File: src/rtl/load_store_unit_if.sv
// rtl/load_store_unit_if.sv - request, data-memory and result signals of the load/store unit
interface load_store_unit_if;
    logic        start;
    logic        mem_read;
    logic        mem_write;
    logic [2:0]  funct3;
    logic [31:0] addr;
    logic [31:0] store_data;
    logic        dmem_req;
    logic        dmem_we;
    logic [31:0] dmem_addr;
    logic [3:0]  dmem_be;
    logic [31:0] dmem_wdata;
    logic [31:0] dmem_rdata;
    logic        dmem_ack;
    logic [31:0] load_data;
    logic        done;
    logic        busy;
    logic        err;
    logic [1:0]  err_code;

    modport master (
        input  start, mem_read, mem_write, funct3, addr, store_data, dmem_rdata, dmem_ack,
        output dmem_req, dmem_we, dmem_addr, dmem_be, dmem_wdata, load_data, done, busy, err, err_code
    );

    modport slave (
        output start, mem_read, mem_write, funct3, addr, store_data, dmem_rdata, dmem_ack,
        input  dmem_req, dmem_we, dmem_addr, dmem_be, dmem_wdata, load_data, done, busy, err, err_code
    );
endinterface

File: src/rtl/load_store_unit.sv
// rtl/load_store_unit.sv - load/store unit: request checking, data memory access with timeout, load formatting
module load_store_unit #(
    parameter int TIMEOUT_CYCLES = 16
) (
    input  logic              clk,
    input  logic              rst_n,
    load_store_unit_if.master bus
);
    typedef enum logic [1:0] {IDLE, ACCESS, FINISH} state_t;

    localparam int            CW       = $clog2(TIMEOUT_CYCLES + 1);
    localparam logic [CW-1:0] LAST_CNT = CW'(TIMEOUT_CYCLES - 1);

    state_t        state, state_next;
    logic [CW-1:0] cnt;
    logic [1:0]    lane_q;
    logic [2:0]    funct3_q;
    logic          we_q;
    logic [29:0]   waddr_q;
    logic [3:0]    be_q;
    logic [31:0]   wdata_q;
    logic [1:0]    code_q;
    logic [31:0]   load_q;

    logic          access_op;
    logic          expire;
    logic          legal;
    logic          misaligned;
    logic [1:0]    fault;
    logic [3:0]    be_calc;
    logic [31:0]   wdata_calc;
    logic [7:0]    rbyte;
    logic [15:0]   rhalf;
    logic [31:0]   load_fmt;

    assign access_op = bus.mem_read | bus.mem_write;
    // An ack in the final counted cycle still completes normally.
    assign expire    = (state == ACCESS) && !bus.dmem_ack && (cnt == LAST_CNT);

    always_comb begin
        legal      = 1'b0;
        misaligned = 1'b0;
        be_calc    = 4'b1111;
        wdata_calc = bus.store_data;
        case (bus.funct3)
            3'b000, 3'b001, 3'b010: legal = 1'b1;
            3'b100, 3'b101:         legal = !bus.mem_write;
            default:                legal = 1'b0;
        endcase
        case (bus.funct3[1:0])
            2'b00: begin
                be_calc    = 4'b0001 << bus.addr[1:0];
                wdata_calc = {4{bus.store_data[7:0]}};
            end
            2'b01: begin
                misaligned = bus.addr[0];
                be_calc    = bus.addr[1] ? 4'b1100 : 4'b0011;
                wdata_calc = {2{bus.store_data[15:0]}};
            end
            default: begin
                misaligned = (bus.addr[1:0] != 2'b00);
                be_calc    = 4'b1111;
                wdata_calc = bus.store_data;
            end
        endcase
        fault = !legal ? 2'b10 : (misaligned ? 2'b01 : 2'b00);
    end

    always_comb begin
        rbyte    = bus.dmem_rdata[{lane_q, 3'b000} +: 8];
        rhalf    = lane_q[1] ? bus.dmem_rdata[31:16] : bus.dmem_rdata[15:0];
        load_fmt = bus.dmem_rdata;
        case (funct3_q)
            3'b000:  load_fmt = {{24{rbyte[7]}}, rbyte};
            3'b100:  load_fmt = {24'h000000, rbyte};
            3'b001:  load_fmt = {{16{rhalf[15]}}, rhalf};
            3'b101:  load_fmt = {16'h0000, rhalf};
            default: load_fmt = bus.dmem_rdata;
        endcase
    end

    always_ff @(posedge clk or negedge rst_n) begin
        if (!rst_n) begin
            state <= IDLE;
        end else begin
            state <= state_next;
        end
    end

    always_comb begin
        state_next = state;
        case (state)
            IDLE: begin
                if (bus.start) begin
                    state_next = (access_op && fault == 2'b00) ? ACCESS : FINISH;
                end
            end
            ACCESS: begin
                if (bus.dmem_ack || expire) begin
                    state_next = FINISH;
                end
            end
            FINISH:  state_next = IDLE;
            default: state_next = IDLE;
        endcase
    end

    always_ff @(posedge clk or negedge rst_n) begin
        if (!rst_n) begin
            cnt      <= '0;
            lane_q   <= 2'b00;
            funct3_q <= 3'b000;
            we_q     <= 1'b0;
            waddr_q  <= '0;
            be_q     <= 4'b0000;
            wdata_q  <= '0;
            code_q   <= 2'b00;
            load_q   <= '0;
        end else begin
            if (state == IDLE && bus.start) begin
                cnt <= '0;
                if (access_op) begin
                    lane_q   <= bus.addr[1:0];
                    funct3_q <= bus.funct3;
                    we_q     <= bus.mem_write;
                    waddr_q  <= bus.addr[31:2];
                    be_q     <= be_calc;
                    wdata_q  <= wdata_calc;
                    code_q   <= fault;
                end else begin
                    code_q   <= 2'b00;
                end
            end else if (state == ACCESS) begin
                if (bus.dmem_ack) begin
                    if (!we_q) begin
                        load_q <= load_fmt;
                    end
                end else if (expire) begin
                    code_q <= 2'b11;
                end else begin
                    cnt <= cnt + 1'b1;
                end
            end
        end
    end

    assign bus.dmem_req   = (state == ACCESS);
    assign bus.dmem_we    = we_q;
    assign bus.dmem_addr  = {waddr_q, 2'b00};
    assign bus.dmem_be    = be_q;
    assign bus.dmem_wdata = wdata_q;
    assign bus.load_data  = load_q;
    assign bus.done       = (state == FINISH);
    assign bus.busy       = (state != IDLE);
    assign bus.err        = (state == FINISH) && (code_q != 2'b00);
    assign bus.err_code   = (state == FINISH) ? code_q : 2'b00;
endmodule

File: src/flat_wrapper.sv
// flat-port wrapper written by rule: the top's interface ports become plain ports
module load_store_unit_flat 
#(
    parameter int TIMEOUT_CYCLES = 16
)
  (clk, rst_n, bus_start, bus_mem_read, bus_mem_write, bus_funct3, bus_addr, bus_store_data, bus_dmem_rdata, bus_dmem_ack, bus_dmem_req, bus_dmem_we, bus_dmem_addr, bus_dmem_be, bus_dmem_wdata, bus_load_data, bus_done, bus_busy, bus_err, bus_err_code);
  load_store_unit_if bus_i ();
  input  logic clk;
  input  logic rst_n;
  input wire logic [$bits(bus_i.start)-1:0] bus_start;
  input wire logic [$bits(bus_i.mem_read)-1:0] bus_mem_read;
  input wire logic [$bits(bus_i.mem_write)-1:0] bus_mem_write;
  input wire logic [$bits(bus_i.funct3)-1:0] bus_funct3;
  input wire logic [$bits(bus_i.addr)-1:0] bus_addr;
  input wire logic [$bits(bus_i.store_data)-1:0] bus_store_data;
  input wire logic [$bits(bus_i.dmem_rdata)-1:0] bus_dmem_rdata;
  input wire logic [$bits(bus_i.dmem_ack)-1:0] bus_dmem_ack;
  output wire logic [$bits(bus_i.dmem_req)-1:0] bus_dmem_req;
  output wire logic [$bits(bus_i.dmem_we)-1:0] bus_dmem_we;
  output wire logic [$bits(bus_i.dmem_addr)-1:0] bus_dmem_addr;
  output wire logic [$bits(bus_i.dmem_be)-1:0] bus_dmem_be;
  output wire logic [$bits(bus_i.dmem_wdata)-1:0] bus_dmem_wdata;
  output wire logic [$bits(bus_i.load_data)-1:0] bus_load_data;
  output wire logic [$bits(bus_i.done)-1:0] bus_done;
  output wire logic [$bits(bus_i.busy)-1:0] bus_busy;
  output wire logic [$bits(bus_i.err)-1:0] bus_err;
  output wire logic [$bits(bus_i.err_code)-1:0] bus_err_code;
  assign bus_i.start = bus_start;
  assign bus_i.mem_read = bus_mem_read;
  assign bus_i.mem_write = bus_mem_write;
  assign bus_i.funct3 = bus_funct3;
  assign bus_i.addr = bus_addr;
  assign bus_i.store_data = bus_store_data;
  assign bus_i.dmem_rdata = bus_dmem_rdata;
  assign bus_i.dmem_ack = bus_dmem_ack;
  assign bus_dmem_req = bus_i.dmem_req;
  assign bus_dmem_we = bus_i.dmem_we;
  assign bus_dmem_addr = bus_i.dmem_addr;
  assign bus_dmem_be = bus_i.dmem_be;
  assign bus_dmem_wdata = bus_i.dmem_wdata;
  assign bus_load_data = bus_i.load_data;
  assign bus_done = bus_i.done;
  assign bus_busy = bus_i.busy;
  assign bus_err = bus_i.err;
  assign bus_err_code = bus_i.err_code;
  load_store_unit #(.TIMEOUT_CYCLES(TIMEOUT_CYCLES)) u_core (.clk(clk), .rst_n(rst_n), .bus(bus_i));
endmodule
File: config.mk
export PLATFORM = sky130hd
export DESIGN_NAME = load_store_unit_flat
export DESIGN_NICKNAME = d
export VERILOG_FILES = /design/src/rtl/load_store_unit_if.sv /design/src/rtl/load_store_unit.sv /design/src/flat_wrapper.sv
export SDC_FILE = /design/constraint.sdc
export NUM_CORES = 1
export LEC_CHECK = 0
export BUFFER_PORTS_ARGS = -buffer_cell sky130_fd_sc_hd__buf_2
export CORE_ASPECT_RATIO = 1.25
export CORE_MARGIN = 3
export CORE_UTILIZATION = 44
export DETAILED_ROUTE_END_ITERATION = 10
export PLACE_DENSITY_LB_ADDON = 0.3
export SLEW_MARGIN = 15
export SYNTH_ARGS = -nofsm -noshare
export SYNTH_HDL_FRONTEND = slang
export SYNTH_SLANG_ARGS = --single-unit
File: constraint.sdc
create_clock -name clk -period 1.8 [get_ports clk]
set_input_delay 0.18 -clock clk [delete_from_list [all_inputs] [get_ports clk]]
set_output_delay 0.18 -clock clk [all_outputs]
set_load 0.01 [all_outputs]
# After elaboration in Yosys (flattened, before gate mapping)
# Index checks and enable logic that the tools add are counted.
[word_totals] reg_bits=113 input_bits=105 out_inout_bits=107
[op_classes] addsub=1 n_eq_ne=15 shift=2 n_mux=23 bitwise_logic=3 n_reduce_logical=25
[op_table] operator="case mux 32 bit (4 select lines)" count=1
[op_table] operator="case mux 32 bit (2 select lines)" count=1
[op_table] operator="variable part select 32 x 6 -> 8 bit" count=1
[op_table] operator="two-way mux 2 bit" count=10
[op_table] operator="two-way mux 5 bit" count=4
[op_table] operator="two-way mux 16 bit" count=1
[op_table] operator="== test 3 bit (second input constant)" count=4
[op_table] operator="nonzero test 2 bit" count=5
[op_table] operator="case mux 4 bit (2 select lines)" count=1
[op_table] operator="== test 3 x 1 -> 1 bit (second input constant)" count=2
[op_table] operator="logical NOT 2 bit" count=3
[op_table] operator="logical NOT 3 bit" count=2
[op_table] operator="AND reduction 3 bit" count=2
[op_table] operator="adder 5 x 1 -> 5 bit (second input constant)" count=1
[op_table] operator="== test 5 x 4 -> 1 bit (second input constant)" count=1
[op_table] operator="logical AND 1 bit" count=5
[op_table] operator="== test 2 x 1 -> 1 bit (second input constant)" count=2
[op_table] operator="two-way mux 4 bit" count=1
[op_table] operator="!= test 2 x 1 -> 1 bit (second input constant)" count=2
[op_table] operator="!= test 2 bit (second input constant)" count=2
[op_table] operator="case mux 1 bit (2 select lines)" count=2
[op_table] operator="case mux 2 bit (2 select lines)" count=1
[op_table] operator="AND reduction 2 bit" count=2
[op_table] operator="AND reduction 4 bit" count=1
[op_table] operator="10 further kinds" count=12

# Depth between registers and ports, before layout
# Gate-level depths: netlist of run 1.
[depth] ltp_word=9 ltp_mapped=7 depth_no_buf=7

# Worst setup path after synthesis of run 1
# OpenSTA, ideal clock, no wires.
[synth_timing] kind="register -> register" from="register u_core.cnt[0]" to="register u_core.cnt[3]" setup_ps=131 t_arrival_ps=1744 required_ps=1669 path_slack_ps=-76 stages_incl_launch_ff=8 synth_period_minus_slack_ps=1876 path_cell_list="dfrtp_1 > ha_1 > and3_1 > ha_1 > nor4b_4 > nand4_1 > xor2_1 > nor2_1"
[synth_between] elab_chain_cells=5 elab_cells_between_ends=9
[synth_lines] item="start, declared" line="load_store_unit.sv:15" rtl="logic [CW-1:0] cnt;"
[synth_lines] item="start signal, assigned" line="load_store_unit.sv:141" rtl="cnt <= cnt + 1'b1;"
[synth_lines] item="adder 5 x 1 -> 5 bit" line="load_store_unit.sv:141"
[synth_lines] item="two-way mux 5 bit" line="load_store_unit.sv:138" rtl="end else if (expire) begin"
[synth_lines] item="two-way mux 5 bit" line="load_store_unit.sv:134" rtl="if (bus.dmem_ack) begin"
[synth_lines] item="two-way mux 5 bit" line="load_store_unit.sv:133" rtl="end else if (state == ACCESS) begin"
[synth_lines] item="two-way mux 5 bit" line="load_store_unit.sv:120" rtl="if (state == IDLE && bus.start) begin"
# Several ways; a longest one is shown, not always the timed one. The select of a mux whose other input is x is not followed.
# A chain may end at the register's enable or synchronous reset.

# Worst setup path in the final report of run 1
[layout_timing] from="register u_core.cnt[1]" to="register u_core.cnt[1]"
# Same word-level chain as after synthesis.

==> results_tabular.tex, run 1 <==
\begin{tabular}{lr}
\hline
Metric & Value \\
\hline
\multicolumn{2}{l}{\textbf{Critical path}} \\
\quad Worst r2r path cells & 7 \\
\quad Worst Setup Path Type & flip-flop to flip-flop \\
\quad Kind of start point of the critical path & flip-flop \\
\quad Crit path required time & 2.09 ns \\
\quad Data arrival time at the worst-slack endpoint & $\sim$2 ns \\
\quad Reg-to-reg setup timing slack & 0.04 ns \\
\quad Nature of the critical path endpoint & flip-flop \\
\quad Largest fanout on the critical path & 5 \\
\quad Terminus of the critical flop-to-flop path & u\_core.cnt[1] \\
\quad FF-to-FF Start & u\_core.cnt[1] \\
\multicolumn{2}{l}{\textbf{Yosys}} \\
\quad Seq cells post-synth & roughly 110 \\
\quad Number of warnings issued by yosys & 0 \\
\quad Number of enable flip-flop cells after synthesis & 0 \\
\quad Dominant register cell in the synthesized netlist & dfrtp\_1 \\
\quad Number of distinct library cell variants in the gate-level netlist after synthesis & between 40 and 50 \\
\quad Post-synthesis sequential area ratio & 53.9\% \\
\quad Post-Synthesis Cell Area & around 5300 um\^{}2 \\
\quad Number of cells produced by synthesis & 488 \\
\quad Synthesized area per cell & $\sim$11 um\^{}2 \\
\quad Async SR Flop Fraction & between 90\% and 100\% \\
\multicolumn{2}{l}{\textbf{Status}} \\
\quad Result of the run & complete, no violations \\
\multicolumn{2}{l}{\textbf{Hold path}} \\
\quad Type of the tightest min-delay check & input port to flip-flop \\
\quad Endpoint, Worst Hold & u\_core.waddr\_q[18] \\
\quad Depth of the worst hold-timing path & 2 \\
\quad Launch point of the worst hold path & bus\_addr[20] \\
\multicolumn{2}{l}{\textbf{Routing}} \\
\quad Antenna Nets Post-Route & 0 \\
\quad Iteration-0 DRC count of the detailed router & $\sim$190 \\
\quad Drt wl/cell & about 16 um \\
\quad Routed vias/inst & 5.04 \\
\quad First-pass iteration count of the detailed router & 4 \\
\quad Vias & 4543 \\
\quad DRC Markers & 0 \\
\quad Wire length reported by the detailed router & 14200 um \\
\multicolumn{2}{l}{\textbf{Clocking}} \\
\quad Number of clock buffers inserted by TritonCTS & 17 \\
\quad Clock latency of the later-clocked register in the worst-skew pair & between 0.4 and 0.5 ns \\
\quad Maximum number of buffers from clock root to sink & 2 \\
\quad Clock root buffer & clkbuf\_16 \\
\quad CTS H-tree depth & 4 \\
\quad TritonCTS clock tree & built \\
\quad Number of clock sinks seen by CTS & between 100 and 150 \\
\quad Clk slew on worst S/H paths & 0.05 ns \\
\multicolumn{2}{l}{\textbf{Place}} \\
\quad Routability congestion estimate from global placement & around 0.86 \\
\quad Count of buffers from port buffering & 209 \\
\quad HPWL Detailed & 10200 um \\
\quad \# placed instances & 845 \\
\multicolumn{2}{l}{\textbf{Power and ir drop}} \\
\quad Post-layout power & 10400 uW \\
\quad Peak supply drop & between 0.0006 and 0.0007 V \\
\quad Power density relative to cell area & around 1400 nW/um\^{}2 \\
\quad Leakage power total & between 0.003 and 0.004 uW \\
\multicolumn{2}{l}{\textbf{Timing}} \\
\quad Number of setup violations in the final report & 0 \\
\quad Minimum clock period after layout & approximately 1.8 ns \\
\quad Post-Route Setup TNS & 0 ns \\
\quad Unrepaired setup endpoints after global routing & true \\
\quad Max-slew violation total from the final report & 0 \\
\quad Highest attainable clock frequency & $\sim$570 MHz \\
\quad Final count of hold timing violations & 0 \\
\quad Share of the clock period used by the worst path & between 90\% and 100\% \\
\quad Worst clock skew on the final layout & about 0.0059 ns \\
\multicolumn{2}{l}{\textbf{Die}} \\
\quad Die boundary height & between 100 and 150 um \\
\quad Initial core utilization & between 40\% and 50\% \\
\quad I/O pin count & approximately 210 \\
\quad Core region area & between 10000 and 15000 um\^{}2 \\
\quad Site row count & 44 \\
\quad Die Footprint & between 10000 and 15000 um\^{}2 \\
\quad Die X-Extent & a little over 100 um \\
\multicolumn{2}{l}{\textbf{Final layout}} \\
\quad Layout Cells excl Fill & approximately 900 \\
\quad Proportion of layout cells with a drive suffix above 1 & between 40 and 50\% \\
\quad Count of antenna diodes in the layout & 0 \\
\quad Nets & between 800 and 900 \\
\quad Area growth from synthesis to layout & 41.7\% \\
\multicolumn{2}{l}{\textbf{GRT}} \\
\quad Peak-usage layer in the global routing report & met2 \\
\quad Overflow after GRT & 0 \\
\quad Global-route wire length before repair & approximately 23000 um \\
\quad Number of antenna violations at the first check in global routing & 0 \\
\quad Global Route met2 Usage & 37.2\% \\
\quad Pin count of the biggest net entering global routing & 82 \\
\quad Overall Global Routing Usage & approximately 22\% \\
\quad Met1 global-route usage & $\sim$25\% \\
\quad Number of global-route vias before repair & 4794 \\
\quad Grt met3 use & slightly below 8\% \\
\multicolumn{2}{l}{\textbf{Flow run}} \\
\quad MaxCap Viol Count & 0 \\
\hline
\end{tabular}
[state kept, by name, summed over array words and instances (netlist names)]
signal / cells
u_core.bus.dmem_wdata: 32
u_core.bus.load_data: 32
u_core.waddr_q: 30
u_core.cnt: 5
u_core.bus.dmem_be: 4
u_core.funct3_q: 3
u_core.code_q: 2
u_core.lane_q: 2
u_core.state: 2
u_core.bus.dmem_we: 1
[placed cells by master (no fill, tap or decap), types with 5 or more instances in the layout]
cell and instances:
a21oi_1 40, a221oi_1 5, buf_2 208, buf_4 17, clkbuf_16 17, dfrtp_1 111, dlygate4sd3_1 23, inv_1 9
mux2_2 51, mux2i_1 32, nand2_1 59, nand2b_1 5, nand3b_1 13, nor2_1 41, o21ai_0 47
[layer usage]
metal	part of all wire, %	vias to the layer above
met5	0	-
met4	2.7	0
met3	7.9	31
met2	50	183
met1	39	2159
li1	-	2170
[cell type report]
type | instances | area, um^2
clock inverter | 13 | 161
inverter | 9 | 33.8
multi-input combinational | 334 | 2290
sequential | 113 | 2830
fill | 918 | 4180
tap | 161 | 201
timing repair buffer | 252 | 1480
clock buffer | 19 | 443
[stage by stage]
stage               setup slack, ns  area, um^2  hold slack [ns]  util, %
global route                -0.0671        7440        -0.000757     64.0
global placement             0.0946        6590            0.164     56.7
finish                       0.0382        7440           0.0159     64.0
floorplan                    0.0174        5270           -0.116        -
CTS                          0.0223        7420          0.00233     63.9
detailed placement           0.0243        6590            0.162     56.7
[how the worst max path moves through the flow]
stage,endpoint,slack (ns),cells after the start,startpoint
finish,u_core.cnt[1],0.04,7,u_core.cnt[1]
global route,u_core.cnt[2],-0.07,8,u_core.cnt[1]
CTS,bus_err,0.02,4,u_core.state[0]
detailed placement,u_core.cnt[2],0.02,8,u_core.cnt[1]
global placement,u_core.cnt[2],0.09,8,u_core.cnt[1]
floorplan,u_core.cnt[3],0.02,7,u_core.cnt[0]
[critical path, cell delays in order, from the launching register on]
cell and delay (ns):
dfrtp_1 0.40, ha_2 0.20, and3_4 0.18, ha_4 0.16
nor4b_4 0.26, buf_4 0.20, mux2i_1 0.19, nor2_1 0.06
[cell families (layout without fill, tap and decap cells)]
logic type               count (synthesis)  after routing  share of synthesized area, %
buffers and inverters                   42            293                          3.57
AND/OR/NAND/NOR                        136            136                          12.4
other                                    1              2                        0.0714
multiplexers                            84             84                          17.5
flip-flops                             113            113                          53.9
adder cells (fa/ha/maj)                  2              2                         0.477
XOR/XNOR                                 3              3                         0.501
AO/OA/AOI/OAI                          107            107                          11.7
[power breakdown]
part | leakage [uW] | switching [uW] | internal, uW
Sequential | 0.00137 | 458 | 3380
Clock | 0.000285 | 1180 | 2210
Combinational | 0.00200 | 1670 | 1450
[cells in the mapped netlist (3+ instances only)]
cell type  number  area share [%]
a21oi_1        40             3.8
a221oi_1        5            0.83
buf_2          12             1.1
clkbuf_1       17             1.2
dfrtp_1       113              54
inv_1           9            0.64
mux2_2         51              11
mux2i_1        32             6.1
nand2_1        59             4.2
nand2b_1        5            0.60
nand3b_1       13             1.9
nor2_1         41             2.9
nor2b_1         3            0.36
o21ai_0        47             4.5
or2_2           4            0.48
[what timing repair did]
action / in CTS / in global routing
hold endpoints to repair: 50 / 1
pin swaps: 0 / 1
hold buffers: 22 / 1
gates resized for setup: 1 / 2
setup endpoints to repair: 1 / 11
gates cloned: 0 / 0
setup buffers: 1 / 0
(Power assumes the default switching activity.)
==> inputs of run 2 (changes only) <==
- CORE_UTILIZATION: 44 -> 45
- CTS_BUF_LIST: default -> sky130_fd_sc_hd__clkbuf_4
- MAX_ROUTING_LAYER: default -> met4
==> results_tabular.tex, run 2 (synthesis gave the netlist of run 1 again) <==
\begin{tabular}{lr}
\hline
Metric & Value \\
\hline
\multicolumn{2}{l}{\textbf{Status}} \\
\quad Result of the run & complete, but fails checks \\
\quad Violations in the final reports & negative setup slack \\
\multicolumn{2}{l}{\textbf{Critical path}} \\
\quad Largest fanout on the critical path & 3 (-2) \\
\quad Nature of the critical path endpoint & output port \\
\quad Worst Setup Path Type & flip-flop to output port \\
\quad Crit-path max cell delay & 0.43 ns (+0.03 ns) \\
\quad Crit path required time & 1.62 ns (-0.47 ns) \\
\quad Data arrival time at the worst-slack endpoint & 1.67 ns (-0.38 ns) \\
\quad CP Cell Sequence & buf\_6, nor2b\_4, and2\_4, or2\_4, buf\_6 \\
\quad Slowest stage cell, crit path & dfrtp\_2 \\
\quad Critical Path Most Common Cell & buf\_6 \\
\quad Worst r2r path cells & 7 (unchanged) \\
\quad Kind of start point of the critical path & flip-flop \\
\multicolumn{2}{l}{\textbf{Place}} \\
\quad HPWL Detailed & 10100 um (-1.3\%) \\
\quad Count of buffers from port buffering & 209 (unchanged) \\
\quad \# placed instances & 819 (-3.1\%) \\
\quad Routability congestion estimate from global placement & 0.823 (-4.3\%) \\
\multicolumn{2}{l}{\textbf{Die}} \\
\quad Die Footprint & 13000 um\^{}2 (-2.1\%) \\
\quad Initial core utilization & 46.7\% (+1.5 points) \\
\quad Die X-Extent & 103 um (-1.1\%) \\
\quad Die boundary height & 127 um (-1.1\%) \\
\quad I/O pin count & 212 (unchanged) \\
\quad Site row count & 43 (-2.3\%) \\
\quad Core region area & 11200 um\^{}2 (-3.2\%) \\
\multicolumn{2}{l}{\textbf{Final layout}} \\
\quad Proportion of layout cells with a drive suffix above 1 & 41.5\% (-3.0 points) \\
\quad Commonest cells after routing, fill and taps aside & buf\_2, dfrtp\_1, dlygate4sd3\_1, nand2\_1, mux2\_2 \\
\quad Area growth from synthesis to layout & 50.7\% \\
\quad Commonest non-fill, non-tap cell in the layout & buf\_2 \\
\quad Layout Cells excl Fill & 951 (+5.5\%) \\
\quad Share of the core filled with cells & 70.4\% (+6.3 points) \\
\quad Nets & 909 (+9.0\%) \\
\multicolumn{2}{l}{\textbf{GRT}} \\
\quad Number of global-route vias before repair & 5326 (+11\%) \\
\quad Pin count of the biggest net entering global routing & 73 (-11\%) \\
\quad Overflow after GRT & 0 (unchanged) \\
\quad Global-route wire length before repair & 26300 um (+13\%) \\
\quad Number of antenna violations at the first check in global routing & 1 (+1) \\
\quad Overall Global Routing Usage & 26.5\% (+4.6 points) \\
\multicolumn{2}{l}{\textbf{Routing}} \\
\quad Drt wl/cell & 17.2 um (+9.0\%) \\
\quad First-pass iteration count of the detailed router & 5 (+1) \\
\quad Routed vias/inst & 5.26 (+4.3\%) \\
\quad Vias & 5003 (+10\%) \\
\quad Antenna Nets Post-Route & 0 (unchanged) \\
\quad DRC Markers & 0 (unchanged) \\
\quad Wire length reported by the detailed router & 16300 um (+15\%) \\
\quad Iteration-0 DRC count of the detailed router & 240 (+30\%) \\
\multicolumn{2}{l}{\textbf{Timing}} \\
\quad Worst Hold Margin & 0.0855 ns (+0.0696 ns) \\
\quad Worst clock skew on the final layout & 0.0331 ns (+0.0272 ns) \\
\quad Share of the clock period used by the worst path & 103\% (+5.1 points) \\
\quad Minimum clock period after layout & 1.85 ns (+0.0913 ns) \\
\quad Final count of hold timing violations & 0 (unchanged) \\
\quad Max-slew violation total from the final report & 0 (unchanged) \\
\quad Max-slew headroom at the worst pin & 63.3\% \\
\quad Setup ws final & -0.0530 ns (-0.0913 ns) \\
\quad Highest attainable clock frequency & 540 MHz (-4.9\%) \\
\quad Unrepaired setup endpoints after global routing & true \\
\quad Number of setup violations in the final report & 3 (+3) \\
\quad Post-Route Setup TNS & -0.127 ns (-0.127 ns) \\
\quad Actual transition at the worst max-transition pin & between 0.5 and 0.6 ns \\
\multicolumn{2}{l}{\textbf{Power and ir drop}} \\
\quad NetSw & 3270 uW (-1.4\%) \\
\quad Internal Dissipation & 6080 uW (-14\%) \\
\quad Share of power burned in registers & 41.4\% (+4.3 points) \\
\quad Peak supply drop & 0.000678 V (-3.0\%) \\
\quad Leakage power total & 0.00388 uW (+6.1\%) \\
\quad Logic gate share of total power & 35.7\% (+5.5 points) \\
\quad Power density relative to cell area & 1180 nW/um\^{}2 (-15\%) \\
\quad Portion of total power attributed to the clock network & 22.9\% (-9.8 points) \\
\quad Post-layout power & 9350 uW (-9.8\%) \\
\quad Switching power as a share of total power & 35.0\% (+3.0 points) \\
\multicolumn{2}{l}{\textbf{Hold path}} \\
\quad Type of the tightest min-delay check & input port to flip-flop \\
\quad Depth of the worst hold-timing path & 4 (+2) \\
\multicolumn{2}{l}{\textbf{Clocking}} \\
\quad CTS H-tree depth & 4 (unchanged) \\
\quad Number of clock sinks seen by CTS & 113 (unchanged) \\
\quad Clock latency of the later-clocked register in the worst-skew pair & 0.52 ns (+0.11 ns) \\
\quad TritonCTS clock tree & built \\
\quad Maximum number of buffers from clock root to sink & 2 (unchanged) \\
\quad Clock root buffer & clkbuf\_4 \\
\quad Clk slew on worst S/H paths & 0.11 ns (+0.06 ns) \\
\quad Number of clock buffers inserted by TritonCTS & 17 (unchanged) \\
\multicolumn{2}{l}{\textbf{Flow run}} \\
\quad MaxCap Viol Count & 0 (unchanged) \\
\hline
\end{tabular}
[run 2: changes by cell type in the layout (fill, tap and decap cells not counted), sizes merged]
cell,previous run,this run
dlygate4sd3,23,93
clkinvlp,4,1
clkinv,5,8
buf,229,234
bufinv,3,4
diode,0,1
clkbuf,19,18
[run 2: power groups by stage]
| stage | logic (uW) | clock network [uW] | registers (uW) |
|---|---|---|---|
| CTS | 3270 | 2190 | 3840 |
| finish | 3340 | 2140 | 3870 |
| global route | 3680 | 2310 | 3970 |
| detailed placement | 3060 | 0 | 3890 |
| global placement | 3000 | 0 | 3840 |
| floorplan | 1310 | 0 | 4220 |
[run 2: worst paths after layout]
path                       slack [ns]                        end                 startpoint
setup / recovery                -0.05                    bus_err            u_core.state[1]
hold / removal                   0.09   u_core.bus.load_data[11]         bus_dmem_rdata[11]
setup reg to reg                -0.04              u_core.cnt[3]              u_core.cnt[0]
hold reg to reg                  0.49  u_core.bus.dmem_wdata[22]  u_core.bus.dmem_wdata[22]
max in group asynchronous        0.95              u_core.cnt[0]                      rst_n
min in group asynchronous        0.22          u_core.waddr_q[1]                      rst_n
[run 2: per-stage QoR]
step / worst slack [ns] / instance area (um^2)
finish: -0.0530 / 7910
floorplan: 0.0174 / 5270
detailed placement: 0.0144 / 6550
global route: -0.149 / 7910
global placement: 0.0956 / 6550
CTS: -0.111 / 7850
[run 2: cell type report]
cell class / instances / area [um^2]
antenna: 1 / 2.50
clock buffer: 18 / 135
clock inverter: 14 / 189
fill: 756 / 3330
inverter: 9 / 33.8
multi-input combinational: 334 / 2320
sequential: 113 / 2830
tap: 135 / 169
timing repair buffer: 327 / 2230
[run 2: routing by layer]
layer  vias to the layer above  routed length, um  global-route usage, %
met5                         -                  0                      -
met4                         0                259                   10.3
met3                        24                966                   6.11
met2                       228               8860                   45.4
met1                      2433               6240                   29.4
li1                       2318                  -                      -
[run 2: what timing repair did]
item,4_1_cts,5_1_grt
hold endpoints to repair,144,0
hold buffers,93,0
setup buffers,2,4
pin swaps,3,5
setup endpoints to repair,3,22
gates resized for setup,8,6
[run 2: critical path, delay by kind of cell (launching register included)]
kind / cells / cell delay (ns)
flops: 1 / 0.43
simple gates: 3 / 0.51
buf+inv: 2 / 0.24
==> inputs of run 3 (changes only) <==
- ABC_AREA: default -> 1
- CORE_UTILIZATION: 45 -> 55
- clock period: 1.8 -> 2.3 ns (I/O delays scaled with it)
==> results_tabular.tex, run 3 <==
\begin{tabular}{lr}
\hline
Metric & Value \\
\hline
\multicolumn{2}{l}{\textbf{Yosys}} \\
\quad Number of distinct library cell variants in the gate-level netlist after synthesis & 26 (-43\%) \\
\quad Dominant cell by count in the synthesized netlist & nand2\_1 \\
\quad Seq cells post-synth & 113 (unchanged) \\
\quad Synthesized area per cell & 7.47 um\^{}2 (-31\%) \\
\quad Number of enable flip-flop cells after synthesis & 0 (unchanged) \\
\quad Synth top area share & 51.0\% (-2.9 points) \\
\quad Cell types with the largest area share after synthesis & dfrtp\_1, nand2\_1, inv\_1, a21oi\_1, nor2\_1 \\
\quad Number of warnings issued by yosys & 0 (unchanged) \\
\quad Post-Synthesis Cell Area & 5550 um\^{}2 (+5.7\%) \\
\quad Ranking of synthesized cells by instance count & nand2\_1, dfrtp\_1, inv\_1 \\
\quad Number of cells produced by synthesis & 743 (+52\%) \\
\quad Library cell occupying the most area in the post-synthesis netlist & dfrtp\_1 \\
\quad Async SR Flop Fraction & 100\% (unchanged) \\
\quad Post-synthesis sequential area ratio & 51.0\% (-2.9 points) \\
\quad Dominant register cell in the synthesized netlist & dfrtp\_1 \\
\multicolumn{2}{l}{\textbf{Routing}} \\
\quad Drt wl/cell & 15.6 um (-9.1\%) \\
\quad First-pass iteration count of the detailed router & 5 (unchanged) \\
\quad Routed vias/inst & 5.16 (-1.8\%) \\
\quad Iteration-0 DRC count of the detailed router & 414 (+73\%) \\
\quad Antenna Nets Post-Route & 0 (unchanged) \\
\quad DRC Markers & 0 (unchanged) \\
\quad Vias & 5970 (+19\%) \\
\quad Wire length reported by the detailed router & 18000 um (+11\%) \\
\multicolumn{2}{l}{\textbf{Timing}} \\
\quad Actual transition at the worst max-transition pin & 0.659 ns (+0.108 ns) \\
\quad Minimum clock period after layout & between 1.5 and 2 ns \\
\quad Max-slew headroom at the worst pin & 56.1\% (-7.2 points) \\
\quad Unrepaired setup endpoints after global routing & false \\
\quad Final count of hold timing violations & 0 (unchanged) \\
\quad Setup ws final & 0.562 ns (+0.615 ns) \\
\quad Worst clock skew on the final layout & 0.0126 ns (-0.0205 ns) \\
\quad Post-Route Setup TNS & 0 ns (+0.127 ns) \\
\quad Max-slew violation total from the final report & 0 (unchanged) \\
\quad Number of setup violations in the final report & 0 (-3) \\
\quad Highest attainable clock frequency & approximately 580 MHz \\
\quad Share of the clock period used by the worst path & 75.6\% \\
\multicolumn{2}{l}{\textbf{Critical path}} \\
\quad Reg-to-reg setup timing slack & 0.57 ns (+0.61 ns) \\
\quad Worst Setup Path Type & flip-flop to output port \\
\quad Data arrival time at the worst-slack endpoint & 1.51 ns (-0.16 ns) \\
\quad Nature of the critical path endpoint & output port \\
\quad Largest fanout on the critical path & 3 (unchanged) \\
\quad Kind of start point of the critical path & flip-flop \\
\quad Crit path required time & 2.07 ns (+0.45 ns) \\
\multicolumn{2}{l}{\textbf{GRT}} \\
\quad Overall Global Routing Usage & 33.6\% (+7.1 points) \\
\quad Number of global-route vias before repair & 6175 (+16\%) \\
\quad Pin count of the biggest net entering global routing & 53 (-27\%) \\
\quad Number of antenna violations at the first check in global routing & 0 (-1) \\
\quad Overflow after GRT & 0 (unchanged) \\
\quad Global-route wire length before repair & 28900 um (+9.9\%) \\
\multicolumn{2}{l}{\textbf{Clocking}} \\
\quad Number of clock sinks seen by CTS & 113 (unchanged) \\
\quad Clock latency of the later-clocked register in the worst-skew pair & 0.52 ns (about the same) \\
\quad Number of clock buffers inserted by TritonCTS & 17 (unchanged) \\
\quad CTS H-tree depth & 4 (unchanged) \\
\quad Clk slew on worst S/H paths & 0.10 ns (about the same) \\
\quad Clock root buffer & clkbuf\_4 \\
\quad TritonCTS clock tree & built \\
\quad Maximum number of buffers from clock root to sink & 2 (unchanged) \\
\multicolumn{2}{l}{\textbf{Power and ir drop}} \\
\quad NetSw & 3810 uW (+17\%) \\
\quad Portion of total power attributed to the clock network & 18.0\% (-4.9 points) \\
\quad Logic gate share of total power & 43.6\% (+7.9 points) \\
\quad Power density relative to cell area & 1190 nW/um\^{}2 (+0.93\%) \\
\quad Leakage power total & 0.00443 uW (+14\%) \\
\quad Share of power burned in registers & 38.3\% (-3.1 points) \\
\quad Post-layout power & 9160 uW (-2.0\%) \\
\quad Switching power as a share of total power & 41.6\% (+6.6 points) \\
\quad Peak supply drop & 0.000757 V (+12\%) \\
\quad Internal Dissipation & 5350 uW (-12\%) \\
\multicolumn{2}{l}{\textbf{Place}} \\
\quad HPWL Detailed & 10900 um (+8.2\%) \\
\quad Count of buffers from port buffering & 209 (unchanged) \\
\quad \# placed instances & 1053 (+29\%) \\
\quad Routability congestion estimate from global placement & 0.959 (+17\%) \\
\quad Post-placement worst setup slack & 0.578 ns (+0.564 ns) \\
\multicolumn{2}{l}{\textbf{Die}} \\
\quad Initial core utilization & 57.2\% (+10 points) \\
\quad Core region area & 9710 um\^{}2 (-14\%) \\
\quad Die boundary height & 118 um (-6.7\%) \\
\quad Die X-Extent & 95.8 um (-6.6\%) \\
\quad Die Footprint & 11300 um\^{}2 (-13\%) \\
\quad Site row count & 40 (-7.0\%) \\
\quad I/O pin count & 212 (unchanged) \\
\multicolumn{2}{l}{\textbf{Flow run}} \\
\quad MaxCap Viol Count & 0 (unchanged) \\
\multicolumn{2}{l}{\textbf{Final layout}} \\
\quad Commonest non-fill, non-tap cell in the layout & nand2\_1 \\
\quad Share of the core filled with cells & 79.1\% (+8.8 points) \\
\quad Layout Cells excl Fill & 1156 (+22\%) \\
\quad Count of antenna diodes in the layout & 0 (-1) \\
\quad Nets & 1124 (+24\%) \\
\quad Area growth from synthesis to layout & 38.4\% \\
\quad Commonest cells after routing, fill and taps aside & nand2\_1, buf\_2, dfrtp\_1, dlygate4sd3\_1, inv\_1 \\
\quad Proportion of layout cells with a drive suffix above 1 & 26.8\% (-15 points) \\
\quad Fill cells & 686 (-9.3\%) \\
\multicolumn{2}{l}{\textbf{Status}} \\
\quad Result of the run & complete, no violations \\
\multicolumn{2}{l}{\textbf{Hold path}} \\
\quad Type of the tightest min-delay check & input port to flip-flop \\
\hline
\end{tabular}
-- run 3: cell count changes in the layout (fill, tap and decap cells not counted), sizes merged, moves of 22 or more --
| cell | before | now |
|---|---|---|
| dlygate4sd3 | 93 | 71 |
| inv | 10 | 71 |
| mux2 | 51 | 0 |
| mux2i | 32 | 0 |
| nand2 | 59 | 297 |
| nand3 | 0 | 36 |
-- run 3: cell type report --
| type | count | area, um^2 | area share (%) |
|---|---|---|---|
| clock inverters | 12 | 165 | 2.15 |
| well taps | 126 | 158 | 2.05 |
| clock buffers | 20 | 150 | 1.95 |
| flip-flops and latches | 113 | 2830 | 36.8 |
| repair buffers | 291 | 1870 | 24.3 |
| multi-input cells | 522 | 2240 | 29.2 |
| inverters | 72 | 270 | 3.52 |
-- run 3: routing by layer --
metal	global-route usage (%)	part of all wire (%)	routed length [um]	vias up
li1	-	-	-	2841
met5	-	0	0	-
met1	37.4	36	6490	2723
met2	55.3	51	9280	329
met4	16.9	4.1	748	0
met3	8.08	8.4	1520	77
-- run 3: path summary, 6_finish.rpt --
path | startpoint | endpoint | cells past startpoint
worst max-delay path | u_core.state[1] | bus_err | 5
worst max register to register | u_core.lane_q[1] | u_core.bus.load_data[31] | 8
worst min-delay path | bus_store_data[9] | u_core.bus.dmem_wdata[9] | 3
worst min register to register | u_core.bus.dmem_wdata[1] | u_core.bus.dmem_wdata[1] | 2
max in group asynchronous | rst_n | u_core.bus.load_data[21] | 3
min in group asynchronous | rst_n | u_core.bus.dmem_wdata[22] | 2
-- run 3: power groups by stage --
stage	registers [uW]	clock network [uW]	logic [uW]
after global routing	3610	1760	4460
after floorplan	3810	0	1970
after global placement	3460	0	3700
after detailed placement	3470	0	3790
after CTS	3450	1660	3880
final	3510	1650	3990
-- run 3: cell families (layout without fill, tap and decap cells) --
| group | after synthesis | in the layout | share of synthesized area [%] |
|---|---|---|---|
| simple gates | 414 | 414 | 30.3 |
| flops | 113 | 113 | 51.0 |
| buf+inv | 109 | 395 | 8.66 |
| compound gates | 104 | 104 | 9.52 |
| fa+ha+maj | 2 | 2 | 0.451 |
| other cells | 1 | 2 | 0.0676 |
-- run 3: critical path, cell delays in order (launching register included) --
cell and delay [ns]:
dfrtp_1 0.43, inv_1 0.08, nor2_1 0.13, inv_1 0.08, a21oi_1 0.13, buf_2 0.15
-- run 3: per-stage QoR --
step | hold WS (ns) | cell area (um^2)
final | 0.0312 | 7680
after global routing | 0.0349 | 7680
after floorplan | -0.0656 | 5550
after global placement | 0.305 | 6660
after CTS | 0.00364 | 7680
after detailed placement | 0.306 | 6660
-- run 3: timing repair --
action,4_1_cts,5_1_grt
endpoints found under the hold margin,119,0
buffers inserted,0,0
hold buffers,71,0
gates resized for setup,0,0
